$ cat config.mk
export PLATFORM = sky130hd
export DESIGN_NAME = i2s_capture
export DESIGN_NICKNAME = d
export VERILOG_FILES = /design/src/rtl/i2s_capture.sv
export SDC_FILE = /design/constraint.sdc
export NUM_CORES = 1
export LEC_CHECK = 0
export CORE_MARGIN = 1
export CORE_UTILIZATION = 59
export CTS_CLUSTER_DIAMETER = 80
export DETAILED_ROUTE_END_ITERATION = 8
export PLACE_DENSITY = 0.84
export SETUP_SLACK_MARGIN = 0.4
export SYNTH_ARGS = -nofsm -noshare
export SYNTH_HDL_FRONTEND = slang
export SYNTH_SLANG_ARGS = --single-unit
export TNS_END_PERCENT = 30
$ cat constraint.sdc
create_clock -name clk -period 4.1 [get_ports clk]
set_input_delay 0.615 -clock clk [delete_from_list [all_inputs] [get_ports clk]]
set_output_delay 0.615 -clock clk [all_outputs]
set_load 0.05 [all_outputs]
$ cat src/rtl/i2s_capture.sv
// I2S receive deserializer: oversamples BCLK/LRCLK/SDATA and pushes {ch, seq, sample} words.
// Build macro I2S_CAPTURE_LEFT_ONLY_EN: skip right half-frames and push left words only.
module i2s_capture #(
   parameter int unsigned SAMPLE_BITS = 24,
   parameter int unsigned SYNC_STAGES = 2
) (
   input  logic        clk,
   input  logic        rst,
   input  logic        en,
   input  logic        i2s_bclk,
   input  logic        i2s_lrclk,
   input  logic        i2s_sdata,
   output logic [31:0] wr_data,
   output logic        wr_en,
   input  logic        wr_full,
   output logic        overflow,
   output logic [15:0] drop_count,
   output logic [7:0]  frame_err_count
);

   localparam int unsigned PadBits = 24 - SAMPLE_BITS;
   localparam logic [4:0]  LastBit = 5'(SAMPLE_BITS - 1);

   typedef enum logic [2:0] {StIdle, StSkip, StShift, StPush, StWait} state_e;

   // Each synchronizer stage carries {sdata, lrclk, bclk}.
   logic [2:0]  sync_q [SYNC_STAGES];
   logic [2:0]  sync_d [SYNC_STAGES];
   logic        bclk_prev_q, bclk_prev_d;
   logic        lr_prev_q, lr_prev_d;
   logic        bclk_s, lr_s, sd_s;
   logic        bclk_rise, lr_edge;

   state_e      state_q, state_d, rs_state;
   logic        ch_q, ch_d;
   logic [6:0]  seq_q, seq_d, rs_seq;
   logic [4:0]  cnt_q, cnt_d;
   logic [23:0] shreg_q, shreg_d;
   logic [23:0] sample_lj;
   logic [31:0] hold_q, hold_d;
   logic [31:0] word;
   logic        pend_q, pend_d;
   logic        overflow_q, overflow_d;
   logic [15:0] drop_q, drop_d;
   logic [7:0]  err_q, err_d;

   always_comb begin
      sync_d[0] = {i2s_sdata, i2s_lrclk, i2s_bclk};
      for (int i = 1; i < int'(SYNC_STAGES); i++) begin
         sync_d[i] = sync_q[i-1];
      end
   end

   assign bclk_s      = sync_q[SYNC_STAGES-1][0];
   assign lr_s        = sync_q[SYNC_STAGES-1][1];
   assign sd_s        = sync_q[SYNC_STAGES-1][2];
   assign bclk_prev_d = bclk_s;
   assign lr_prev_d   = lr_s;
   assign bclk_rise   = bclk_s & ~bclk_prev_q;
   assign lr_edge     = lr_s ^ lr_prev_q;

   always_comb begin
      state_d    = state_q;
      ch_d       = ch_q;
      seq_d      = seq_q;
      cnt_d      = cnt_q;
      shreg_d    = shreg_q;
      hold_d     = hold_q;
      pend_d     = 1'b0;
      overflow_d = overflow_q;
      drop_d     = drop_q;
      err_d      = err_q;
      wr_en      = 1'b0;
      wr_data    = hold_q;
      sample_lj  = shreg_q << PadBits;
      word       = {ch_q, seq_q, sample_lj};

      // Target of a half-frame boundary: a new left half-frame bumps the frame counter.
      rs_state = StSkip;
`ifdef I2S_CAPTURE_LEFT_ONLY_EN
      if (lr_s) rs_state = StWait;
`endif
      rs_seq = lr_s ? seq_q : seq_q + 7'd1;

      unique case (state_q)
         StIdle: begin
            if (en && lr_edge && !lr_s) begin
               state_d = StSkip;
               ch_d    = 1'b0;
               seq_d   = 7'd0;
            end
         end
         StSkip: begin
            if (lr_edge) begin
               state_d = rs_state;
               ch_d    = lr_s;
               seq_d   = rs_seq;
            end else if (bclk_rise) begin
               state_d = StShift;
               cnt_d   = 5'd0;
            end
         end
         StShift: begin
            if (lr_edge) begin
               if (err_q != 8'hFF) err_d = err_q + 8'd1;
               state_d = rs_state;
               ch_d    = lr_s;
               seq_d   = rs_seq;
            end else if (bclk_rise) begin
               shreg_d = {shreg_q[22:0], sd_s};
               cnt_d   = cnt_q + 5'd1;
               if (cnt_q == LastBit) state_d = StPush;
            end
         end
         StPush: begin
            wr_data = word;
            if (!wr_full) begin
               wr_en  = 1'b1;
               hold_d = word;
            end else begin
               overflow_d = 1'b1;
               if (drop_q != 16'hFFFF) drop_d = drop_q + 16'd1;
            end
            // An LRCLK edge landing in this cycle is serviced from WAIT next cycle.
            pend_d  = lr_edge;
            state_d = StWait;
         end
         StWait: begin
            if (lr_edge || pend_q) begin
               state_d = rs_state;
               ch_d    = lr_s;
               seq_d   = rs_seq;
            end
         end
         default: state_d = StIdle;
      endcase

      if (!en) state_d = StIdle;
   end

   always_ff @(posedge clk) begin
      if (rst) begin
         for (int i = 0; i < int'(SYNC_STAGES); i++) sync_q[i] <= 3'b000;
         bclk_prev_q <= 1'b0;
         lr_prev_q   <= 1'b0;
         state_q     <= StIdle;
         ch_q        <= 1'b0;
         seq_q       <= 7'd0;
         cnt_q       <= 5'd0;
         shreg_q     <= 24'd0;
         hold_q      <= 32'd0;
         pend_q      <= 1'b0;
         overflow_q  <= 1'b0;
         drop_q      <= 16'd0;
         err_q       <= 8'd0;
      end else begin
         for (int i = 0; i < int'(SYNC_STAGES); i++) sync_q[i] <= sync_d[i];
         bclk_prev_q <= bclk_prev_d;
         lr_prev_q   <= lr_prev_d;
         state_q     <= state_d;
         ch_q        <= ch_d;
         seq_q       <= seq_d;
         cnt_q       <= cnt_d;
         shreg_q     <= shreg_d;
         hold_q      <= hold_d;
         pend_q      <= pend_d;
         overflow_q  <= overflow_d;
         drop_q      <= drop_d;
         err_q       <= err_d;
      end
   end

   assign overflow        = overflow_q;
   assign drop_count      = drop_q;
   assign frame_err_count = err_q;

endmodule

* After elaboration in Yosys (flattened, before gate mapping)
Memories as Yosys holds them, arrays and structs flattened.
Cells that the tools add are included.
** Storage, ports and cells
- Register bits :: 100
- RAM bits :: 6
- Output and inout port bits :: 58
- Input port bits :: 7
- Logic and storage cells :: 91
- Memories kept :: 1
** Memories
- sync_q :: words 2, width 3, read ports 2, clocked after Yosys merged registers in 0, write ports 2, RTL line 27 : logic [2:0] sync_q [SYNC_STAGES];
** Operators by class
- Multiplexer cells :: 30
- Reduce and logical (&&, ||, !) cells :: 18
- Bitwise gates (word level) :: 9
- Equal/unequal tests :: 17
- $add $sub $neg :: 4
** Operators with widths (count)
- $mux 32 :: 1
- $mux 7 :: 4
- $mux 3 :: 9
- $pmux 7 s3 :: 1
- $mux 5 :: 4
- $add 16x1->16 const B :: 1
- $ne 16x16->1 const B :: 1
- $pmux 3 s5 :: 1
- $ne 2x2->1 const B :: 6
- $pmux 5 s2 :: 1
- $reduce_and 5->1 :: 2
- $ne 3x3->1 const B :: 3
- $reduce_and 3->1 :: 3
- $add 8x1->8 const B :: 1
- $mux 1 :: 8
- $ne 8x8->1 const B :: 1
- $add 7x1->7 const B :: 1
- $eq 3x2->1 const B :: 2
- $reduce_or 2->1 :: 3
- $add 5x1->5 const B :: 1
- $eq 5x5->1 const B :: 1
- $not 1->1 :: 5
- $reduce_and 2->1 :: 2
- $reduce_and 4->1 :: 1
- 13 further kinds :: 15

* Longest topological paths before layout
Gate-level depths: netlist of run 1.
An unclocked memory read counts as a cell.
- Depth in word-level cells :: 6
- Gate-level depth with buffers :: 8
- Depth with buffers taken out :: 6

* Worst setup path before layout of run 1
OpenSTA, ideal clock, no wires.
- Path type :: register -> output
- From :: register state_q[2]
- To :: output wr_data[23]
- Data arrival time :: 1.488 ns
- Stages on the path, launching flop included :: 5
- Path buffers :: 1
- Data required time :: 3.485 ns
- Path slack :: 1.997 ns
- Path through :: dfxtp_1 -> and2b_1 -> nand2_2 -> buf_1 -> mux2_2
** On the way
- Cells in the longest elaborated chain, start to end :: 2
** Ends and longest elaborated chain
- start: declaration :: RTL line 34 : state_e state_q, state_d, rs_state;
- start signal: assignment :: RTL line 146 : state_q <= StIdle;
- start signal: assignment :: RTL line 160 : state_q <= state_d;
- $eq 3x2->1 :: RTL line 85 : unique case (state_q)
- $mux 32 :: RTL line 85
- end: declaration :: RTL line 13 : output logic [31:0] wr_data,
Every way passes these cells.

* Worst setup path in the final report of run 1
- From :: register state_q[2]
- To :: output wr_data[21]
The elaborated chain is that of the path after synthesis.

==> results of run 1 <==
## final cells by class
| class | instances | area [um2] | share of cell area [%] |
|---|---|---|---|
| flip-flops and latches | 106 | 2120 | 38.3 |
| repair buffers | 68 | 663 | 12.0 |
| clock inverters | 4 | 33.8 | 0.610 |
| well taps | 102 | 128 | 2.30 |
| inverters | 6 | 22.5 | 0.407 |
| clock buffers | 12 | 155 | 2.80 |
| multi-input cells | 401 | 2410 | 43.6 |
## cells in the mapped netlist, drive strengths merged (4+ instances only)
| cell type | instances |
|---|---|
| a21oi | 64 |
| and2 | 4 |
| buf | 17 |
| clkbuf | 16 |
| dfxtp | 106 |
| ha | 4 |
| inv | 6 |
| mux2 | 33 |
| mux2i | 4 |
| nand2 | 133 |
| nand2b | 5 |
| nand3 | 15 |
| nand4 | 11 |
| nor2 | 34 |
| nor2b | 10 |
| nor3 | 6 |
| nor4 | 4 |
| o211ai | 4 |
| o21ai | 12 |
| xor2 | 20 |
## cell families (layout without fill, tap and decap cells)
group                    after synthesis  count (layout)  synth area share [%]
AO/OA/AOI/OAI                         99              99                  12.5
XOR/XNOR                              23              23                  4.68
adder cells (fa/ha/maj)                4               4                  1.06
buffers and inverters                 39              90                  3.77
flip-flops                           106             106                  45.1
multiplexers                          37              37                  8.74
AND/OR/NAND/NOR                      238             238                  24.2
## through the flow
stage	util (%)	total power [W]
after floorplan	-	0.00108
after global placement	69.2	0.00109
after detailed placement	69.2	0.00109
after CTS	71.6	0.00170
after global routing	71.7	0.00174
final	71.7	0.00168
## critical path: cells and delay by family, from the launching register on
family	cells	cell delay (ns)
AND/OR/NAND/NOR	2	0.68
multiplexers	1	0.41
flip-flops	1	0.62
buffers and inverters	1	0.70
## power by group
part           switching [W]  total (W)  internal (W)
clock               0.000353   0.000613      0.000260
sequential        0.00000352    0.00104       0.00103
combinational      0.0000240  0.0000347     0.0000107
total               0.000381    0.00168       0.00130
## final timing paths
| kind | startpoint | endpoint | slack [ns] | cells after the start |
|---|---|---|---|---|
| worst min-delay path | sync_q[0][5] | sample_lj[0] | 0.44 | 2 |
| worst max-delay path | state_q[2] | wr_data[21] | 0.70 | 4 |
| worst min register to register | sync_q[0][5] | sample_lj[0] | 0.44 | 2 |
| worst max register to register | state_q[0] | hold_q[13] | 1.40 | 8 |
## state kept, by name (all words and copies together) (netlist names)
signal / count
bclk_prev_q: 1
drop_count: 16
cnt_q: 5
state_q: 3
hold_q: 32
frame_err_count: 8
sample_lj: 24
overflow: 1
lr_prev_q: 1
seq_q: 7
pend_q: 1
sync_q: 6
ch_q: 1
## cells in the final DEF, fill, tap and decap left out, types with 3 or more instances in the layout
master and n:
nand2b_1 5, xor2_1 19, clkbuf_8 11, mux2_2 33
nor2b_1 10, inv_1 5, ha_1 4, nand4_1 10
nor3_1 6, and3_1 3, o211ai_1 4, a32o_1 3
o21ai_0 12, mux2i_1 4, buf_4 5, dfxtp_1 106
nand3_1 15, nor2_1 34, a21oi_1 63, xnor2_1 3
nand2_1 132, clkdlybuf4s50_1 62, and2_1 4
## layer usage
layer	vias up	GRT usage [%]	part of all wire, %
met3	8	3.85	4.4
met4	0	8.86	1.2
met2	90	40.8	49
li1	1951	-	-
met5	-	0	0
met1	1825	28.9	46
==> run metrics, run 1 <==
Post-synth EDFFs 0; Yosys cell types 56; peak supply drop 200 uV; Overall Global Routing Usage 23.4%; Starting Density 60.9%; Final ANT Viol Nets 0; CP Capture Type output pin; Worst path max stage delay 0.70 ns; share of cells above drive strength 1 between 10% and 20%; drt wl/cell 13.4 um; Slowest-stage cell, CP clkdlybuf4s50_1; CTS tree built; final setup skew 0.0131 ns; via count slightly below 4,000; Clock transition at path regs 0.10 ns; share of the synthesized area in the top cell type 45.1%; area grow syn2layout 17.6%; I/O pin cnt between 60 and 70; pre-CTS WS 0.865 ns; DRC 0; period utilization 82.9%; Worst slew margin ~44%; Num Clock Sinks 106; design area 5540 um2; Crit Path Category reg -> out; die height 91.3 um; critical path startpoint category flip-flop; hold_buf cts 0; final setup TNS 0 ns; Post-Syn Instances 546; Hold WS 0.444 ns; Yosys reg bits 106; maxcap violations 0; worst slew pin tran 0.842 ns; total CTS buffers 9; top cells by area, synth dfxtp_1 (45%), nand2_1 (11%), mux2_2 (7.9%); Top FF cell, synth dfxtp_1; vias per inst 5.54; first-pass GRT wire length 16,000 um; Core ar. 7730 um2; crit-path max FO 33; DR iter-0 viols 208; Crit path required time around 3.5 ns; fraction of the yosys area taken by sequential cells 45.1%; final setup vio count 0; final std cells w/o fill roughly 700; Data arrival, critical path 2.78 ns; HPWL after detailed placement 6220 um; PwrDens approximately 300 nW/um2; clk buf depth 2; Die W 91.3 um; row cnt 32; Synth area leader dfxtp_1; Fin. Hold Viols 0; Max Freq 294 MHz; diodes inserted 0; Placed Instances approximately 680; largest net degree at the start of global routing 54; die area 8340 um2; Post CTS Setup Buffer Count 0; P_leak 1.99 nW; CTS root buf clkbuf_8; mapped cell area roughly 4700 um2; setup ws final about 0.7 ns; initial antenna violation count 0; Yosys warnings 0; HP Class reg -> reg; crit path cell chain and2b_1, nand2_4, mux2_2, clkdlybuf4s50_1; RSZ-0062 raised after global routing no; status complete, no violations; worst skew pair latency about 0.37 ns; port bufs 64; FILL cells 585; DRT Pass-1 Iters 4; GR Overflow Total 0; ys async rst share 0%; post-CTS sizing 0; Avg Cell Area, Syn between 8 and 9 um2; H-tree Lvls 3; DP Area 5350 um2; Mapped Nets ~560; number of global-route vias before repair 3,604; DRT Wirelength 9370 um; nets 603; Placer Congestion between 0.8 and 0.9; Slew Limit Fails 0; fin crit period ~3.4 ns
Note: power is estimated with default switching activity, not from simulation.
==> run 2, diff against run 1 <==
--- a/config.mk
+++ b/config.mk
@@ -6,10 +6,10 @@
 export NUM_CORES = 1
 export LEC_CHECK = 0
 export CORE_MARGIN = 1
-export CORE_UTILIZATION = 59
+export CORE_UTILIZATION = 55
 export CTS_CLUSTER_DIAMETER = 80
 export DETAILED_ROUTE_END_ITERATION = 8
-export PLACE_DENSITY = 0.84
+export PLACE_DENSITY = 0.79
 export SETUP_SLACK_MARGIN = 0.4
 export SYNTH_ARGS = -nofsm -noshare
 export SYNTH_HDL_FRONTEND = slang
==> constraint.sdc (replaced) <==
create_clock -name clk -period 3.4 [get_ports clk]
set_input_delay 0.51 -clock clk [delete_from_list [all_inputs] [get_ports clk]]
set_output_delay 0.51 -clock clk [all_outputs]
set_load 0.05 [all_outputs]
==> run 2 against run 1 <==
Net effect:
- core utilization fell by 3.7 points
- sequential share of layout area fell by 0.49 points
- first-iteration DRC count fell by 22%
- via count rose by 0.72%
- combinational power rose by 29%
- flip-flop and latch count did not move
- largest power group unchanged
- power rose by 27%
- worst hold slack improved by 0.00079 ns
- clock skew fell by 0.0041 ns
- worst setup slack got worse by 0.47 ns
==> run metrics, run 2 (synthesis gave the netlist of run 1 again) <==
register area 2120 um2 (about the same); Crit Path Category reg -> out; commonest non-fill, non-tap cell in the layout nand2_1; Core ar. 8260 um2 (+6.9%); via count 3,902 (+0.72%); die area 8940 um2 (+7.1%); Final ANT Viol Nets 0 (unchanged); Data arrival, critical path 2.65 ns (-0.13 ns); met2 usage in global routing 39.1% (-1.7 points); family with the most delay on the worst path buffers and inverters; critical path startpoint category flip-flop; total CTS buffers 9 (unchanged); I/O pin cnt 65 (unchanged); crit-path max FO 23 (-30%); Num Clock Sinks 106 (unchanged); Post CTS Setup Buffer Count 0 (unchanged); share of cells above drive strength 1 12.0% (+0.61 points); final setup vio count 0 (unchanged); die height 94.5 um (+3.5%); crit path cell chain and2b_1, nand2_2, buf_12, mux2_2, clkdlybuf4s50_1; number of global-route vias before repair 3,542 (-1.7%); FILL cells 685 (+17%); Max Freq 316 MHz; drt wl/cell 14.0 um (+4.6%); fin crit period 3.16 ns; worst slew pin tran 0.849 ns (+0.00636 ns); CTS tree built; maxcap violations 0 (unchanged); DR iter-0 viols 162 (-22%); Worst Path Buf+Inv 2 (+1); Die W 94.5 um (+3.5%); Clock transition at path regs 0.09 ns (about the same); Overall Global Routing Usage 23.2% (-0.22 points); vias per inst 5.53 (-0.13%); Largest register FFs 32 (unchanged); Worst slew margin 43.4% (-0.42 points); largest reg by FF count hold_q; final setup TNS 0 ns (unchanged); H-tree Lvls 3 (unchanged); Fin. Hold Viols 0 (unchanged); Slowest-stage cell, CP clkdlybuf4s50_1; Crit path required time 2.89 ns (-0.59 ns); CP startpoint state_q[2]; row cnt 33 (+3.1%); diodes inserted 0 (unchanged); DRT Wirelength 9880 um (+5.5%); worst reg-to-reg path cell count 6 (-2); Slew Limit Fails 0 (unchanged); setup ws final 0.236 ns (-0.466 ns); DRT Pass-1 Iters 4 (unchanged); flop2flop setup slack 1.23 ns (-0.17 ns); period utilization 93.0%; first-pass GRT wire length 16,400 um (+2.6%); status complete, no violations; P_leak 2.22 nW (+12%); DRC 0 (unchanged); CTS root buf clkbuf_8; peak supply drop 252 uV (+26%); RSZ-0062 raised after global routing yes; HPWL after detailed placement 6840 um (+10%); Placer Congestion 0.872 (+6.5%); final setup skew 0.00899 ns (-0.00412 ns); clk buf depth 2 (unchanged); Final Total Pwr 0.00214 W (+27%); HP Class reg -> reg; reg2reg start drop_count[0]; hold_buf cts 0 (unchanged); met1 usage 30.1% (+1.2 points); PwrDens 381 nW/um2 (+25%); CP endpoint wr_data[21]; CP Capture Type output pin; Crit. path cell count 5 (+1); reg2reg end drop_count[1]; port bufs 64 (unchanged); largest net degree at the start of global routing 37 (-31%); worst skew pair latency 0.36 ns (about the same); GRT Max-Usage Layer met2; Worst path max stage delay 0.69 ns (about the same); GR Overflow Total 0 (unchanged); most frequent cells in the layout nand2_1 (132), dfxtp_1 (105), a21oi_1 (63); initial antenna violation count 0 (unchanged); grt met3 use 3.38% (-0.47 points); Starting Density 57.0% (-3.9 points); area grow syn2layout 19.2%; area of the multi-input gates 2410 um2 (-0.21%); pre-CTS WS 0.441 ns (-0.425 ns); nets 606 (+0.50%)
## run 2: cell count changes in the layout (fill, tap and decap cells not counted), moves of 2 or more
cell,change
dlygate4sd2_1,+9
clkdlybuf4s50_1,-18
bufinv_16,+2
dlymetal6s2s_1,+9
buf_4,+2
clkbuf_8,-2
## run 2: power by group
part,total [W],switching (W),internal [W]
sequential,0.00125,0.00000331,0.00124
combinational,0.0000448,0.0000311,0.0000138
clock,0.000844,0.000426,0.000418
total,0.00214,0.000460,0.00168
## run 2: area by class of cell
cell class	count	area share [%]
well taps	105	2.34
clock inverters	6	1.60
multi-input cells	401	42.9
repair buffers	71	12.6
clock buffers	10	2.27
inverters	6	0.401
flip-flops and latches	106	37.8
## run 2: what timing repair did
| item | 4_1_cts | 5_1_grt |
|---|---|---|
| cloned | 0 | 0 |
| pin swaps | 0 | 0 |
| setup endpoints to repair | 32 | 32 |
| resized for setup | 10 | 9 |
## run 2: per-layer routing
metal / routed length (um) / up-vias / share of wire (%)
met5: 0 / - / 0
met4: 121 / 0 / 1.2
met3: 399 / 11 / 4.0
met2: 4790 / 94 / 48
met1: 4580 / 1840 / 46
li1: - / 1957 / -
## run 2: worst min-delay path by stage
stage / from / end / slack [ns] / cells past startpoint
after detailed placement: sync_q[0][5] / sample_lj[0] / 0.43 / 2
after global routing: sync_q[0][2] / sync_q[0][5] / 0.46 / 1
after global placement: sync_q[0][0] / sync_q[0][3] / 0.42 / 1
after floorplan: sync_q[0][0] / sync_q[0][3] / 0.41 / 1
after CTS: sync_q[0][5] / sample_lj[0] / 0.45 / 2
final: sync_q[0][5] / sample_lj[0] / 0.44 / 2
## run 2: through the flow
stage | util, % | instance area (um2) | hold WS (ns) | cells
after floorplan | - | 4710 | 0.414 | 546
after global placement | 65.2 | 5380 | 0.419 | 689
after detailed placement | 65.2 | 5380 | 0.432 | 689
after CTS | 67.7 | 5590 | 0.446 | 705
after global routing | 68.0 | 5610 | 0.464 | 705
final | 68.0 | 5610 | 0.445 | 705
## run 2: tightest hold or removal path, delay by kind of cell (launching register included)
kind               cells  cell delay [ns]
DFF                    1             0.31
AOI/OAI and AO/OA      1             0.05
and+or+nand+nor        1             0.05
==> run 3, diff against run 2 <==
--- a/config.mk
+++ b/config.mk
@@ -6,10 +6,10 @@
 export NUM_CORES = 1
 export LEC_CHECK = 0
 export CORE_MARGIN = 1
-export CORE_UTILIZATION = 55
+export CORE_UTILIZATION = 59
 export CTS_CLUSTER_DIAMETER = 80
 export DETAILED_ROUTE_END_ITERATION = 8
-export PLACE_DENSITY = 0.79
+export PLACE_DENSITY = 0.84
 export SETUP_SLACK_MARGIN = 0.4
 export SYNTH_ARGS = -nofsm -noshare
 export SYNTH_HDL_FRONTEND = slang
==> constraint.sdc (replaced) <==
create_clock -name clk -period 3.65 [get_ports clk]
set_input_delay 0.5475 -clock clk [delete_from_list [all_inputs] [get_ports clk]]
set_output_delay 0.5475 -clock clk [all_outputs]
set_load 0.05 [all_outputs]
==> run 3 against run 2 <==
Net effect:
- count of clock-buffer cells in the layout is the same
- sequential power decreased by 7%
- register-to-register slack better by 0.17 ns
- combinational power is 10% lower
- critical path depth did not move
- cell count fell by 0.71%
- clock power is 24% lower
- worst setup slack better by 0.17 ns
- largest cell class unchanged
- core utilization up 3.9 points
==> run metrics, run 3 (synthesis gave the netlist of run 1 again) <==
status complete, no violations; Slowest-stage cell, CP clkdlybuf4s50_1; Placed Instances 685 (-0.58%); Num Clock Sinks 106 (unchanged); GR Overflow Total 0 (unchanged); Crit path required time 3.10 ns (+0.21 ns); nets 605 (-0.17%); CTS tree built; Worst slew margin 46.4% (+3.0 points); drt wl/cell 13.6 um (-2.8%); fin crit period 3.24 ns; clk buf depth 2 (unchanged); final std cells w/o fill 700 (-0.71%); final setup vio count 0 (unchanged); DR iter-0 viols 223 (+38%); worst skew pair latency 0.36 ns (about the same); CP Capture Type output pin; Fin. Hold Viols 0 (unchanged); worst reg-to-reg path cell count 8 (+2); Final ANT Viol Nets 0 (unchanged); CTS root buf clkbuf_8; row cnt 32 (-3.0%); Hold Startpoint sync_q[0][5]; PwrDens 332 nW/um2 (-13%); Core ar. 7730 um2 (-6.4%); final setup skew 0.0142 ns (+0.00526 ns); Post CTS Setup Buffer Count 0 (unchanged); worst slew pin tran 0.804 ns (-0.0448 ns); flop2flop setup slack 1.40 ns (+0.17 ns); reg2reg end hold_q[25]; Slew Limit Fails 0 (unchanged); setup ws final 0.406 ns (+0.170 ns); family with the most delay on the worst path buffers and inverters; share of cells above drive strength 1 11.9% (-0.13 points); die area 8340 um2 (-6.6%); final setup TNS 0 ns (unchanged); DRT Wirelength 9540 um (-3.5%); largest reg by FF count hold_q; Die W 91.3 um (-3.4%); vias per inst 5.55 (+0.22%); Worst Hold End sample_lj[0]; Starting Density 60.9% (+3.9 points); pre-CTS WS 0.627 ns (+0.186 ns); critical path startpoint category flip-flop; H-tree Lvls 3 (unchanged); largest net degree at the start of global routing 54 (+46%); commonest non-fill, non-tap cell in the layout nand2_1; diodes inserted 0 (unchanged); area grow syn2layout 17.9%; I/O pin cnt 65 (unchanged); port bufs 64 (unchanged); Placer Congestion 0.923 (+5.9%); number of global-route vias before repair 3,510 (-0.90%); DP Area 5370 um2 (-0.21%); P_leak 2.13 nW (-4.0%); DRC 0 (unchanged); crit-path max FO 22 (-4.3%); die height 91.3 um (-3.4%); initial antenna violation count 0 (unchanged); fin util 71.9% (+3.9 points); maxcap violations 0 (unchanged); Worst path max stage delay 0.69 ns (about the same); design area 5550 um2 (-1.1%); Data arrival, critical path 2.70 ns (+0.05 ns); via count 3,883 (-0.49%); HP Class reg -> reg; Crit Path Category reg -> out; Clock transition at path regs 0.10 ns (about the same); crit path cell chain and2b_1, nand2_2, buf_12, mux2_2, clkdlybuf4s50_1; Worst Path Buf+Inv 2 (unchanged); total CTS buffers 9 (unchanged); period utilization 88.9%; Max Freq 308 MHz; post-CTS sizing 7 (-3); Largest register FFs 32 (unchanged); reg2reg start state_q[1]; most frequent cells in the layout nand2_1 (132), dfxtp_1 (104), a21oi_1 (63); peak supply drop 241 uV (-4.4%); Overall Global Routing Usage 24.1% (+0.95 points); first-pass GRT wire length 16,400 um (about the same); hold_buf cts 0 (unchanged); HPWL after detailed placement 6580 um (-3.8%); worst hold stages 2 (unchanged); RSZ-0062 raised after global routing yes; DRT Pass-1 Iters 5 (+1)
## run 3: cell type report
class / count / area [um2]
multi-input combinational: 401 / 2410
fill: 557 / 2170
sequential: 106 / 2120
timing repair buffer: 70 / 701
clock buffer: 10 / 128
tap: 102 / 128
clock inverter: 5 / 40.0
inverter: 6 / 22.5
## run 3: power breakdown
part / leakage (nW) / switching, W / total [W] / internal, W
Combinational: 1.20 / 0.0000274 / 0.0000402 / 0.0000128
Clock: 0.0750 / 0.000391 / 0.000639 / 0.000248
Sequential: 0.856 / 0.00000364 / 0.00116 / 0.00116
## run 3: stage by stage
stage          hold slack [ns]  total power [W]
2_1_floorplan            0.414          0.00122
3_3_place_gp             0.417          0.00123
3_5_place_dp             0.427          0.00123
4_1_cts                  0.444          0.00186
5_1_grt                  0.469          0.00192
6_report                 0.437          0.00184
## run 3: how the worst max path moves through the flow
stage | cells after the start | slack (ns) | to | start
floorplan | 4 | 1.61 | wr_data[23] | state_q[2]
global placement | 5 | 0.72 | wr_data[4] | state_q[2]
detailed placement | 5 | 0.63 | wr_data[10] | state_q[2]
CTS | 5 | 0.33 | wr_data[3] | state_q[1]
global route | 5 | 0.27 | wr_data[7] | state_q[2]
finish | 5 | 0.41 | wr_data[3] | state_q[2]
## run 3: per-layer routing
layer | vias to the layer above | part of all wire [%] | track usage, %
li1 | 1955 | - | -
met1 | 1835 | 45 | 30.7
met2 | 81 | 50 | 40.8
met3 | 12 | 4.1 | 4.69
met4 | 0 | 1.4 | 8.33
met5 | - | 0 | 0
## run 3: worst reg2reg max path, stage by stage (launching register included)
cell     delay, ns
dfxtp_2       0.49
and2b_1       0.25
nand2_2       0.24
or2_1         0.29
buf_4         0.24
inv_2         0.09
buf_4         0.32
nand2_1       0.13
a21oi_1       0.14
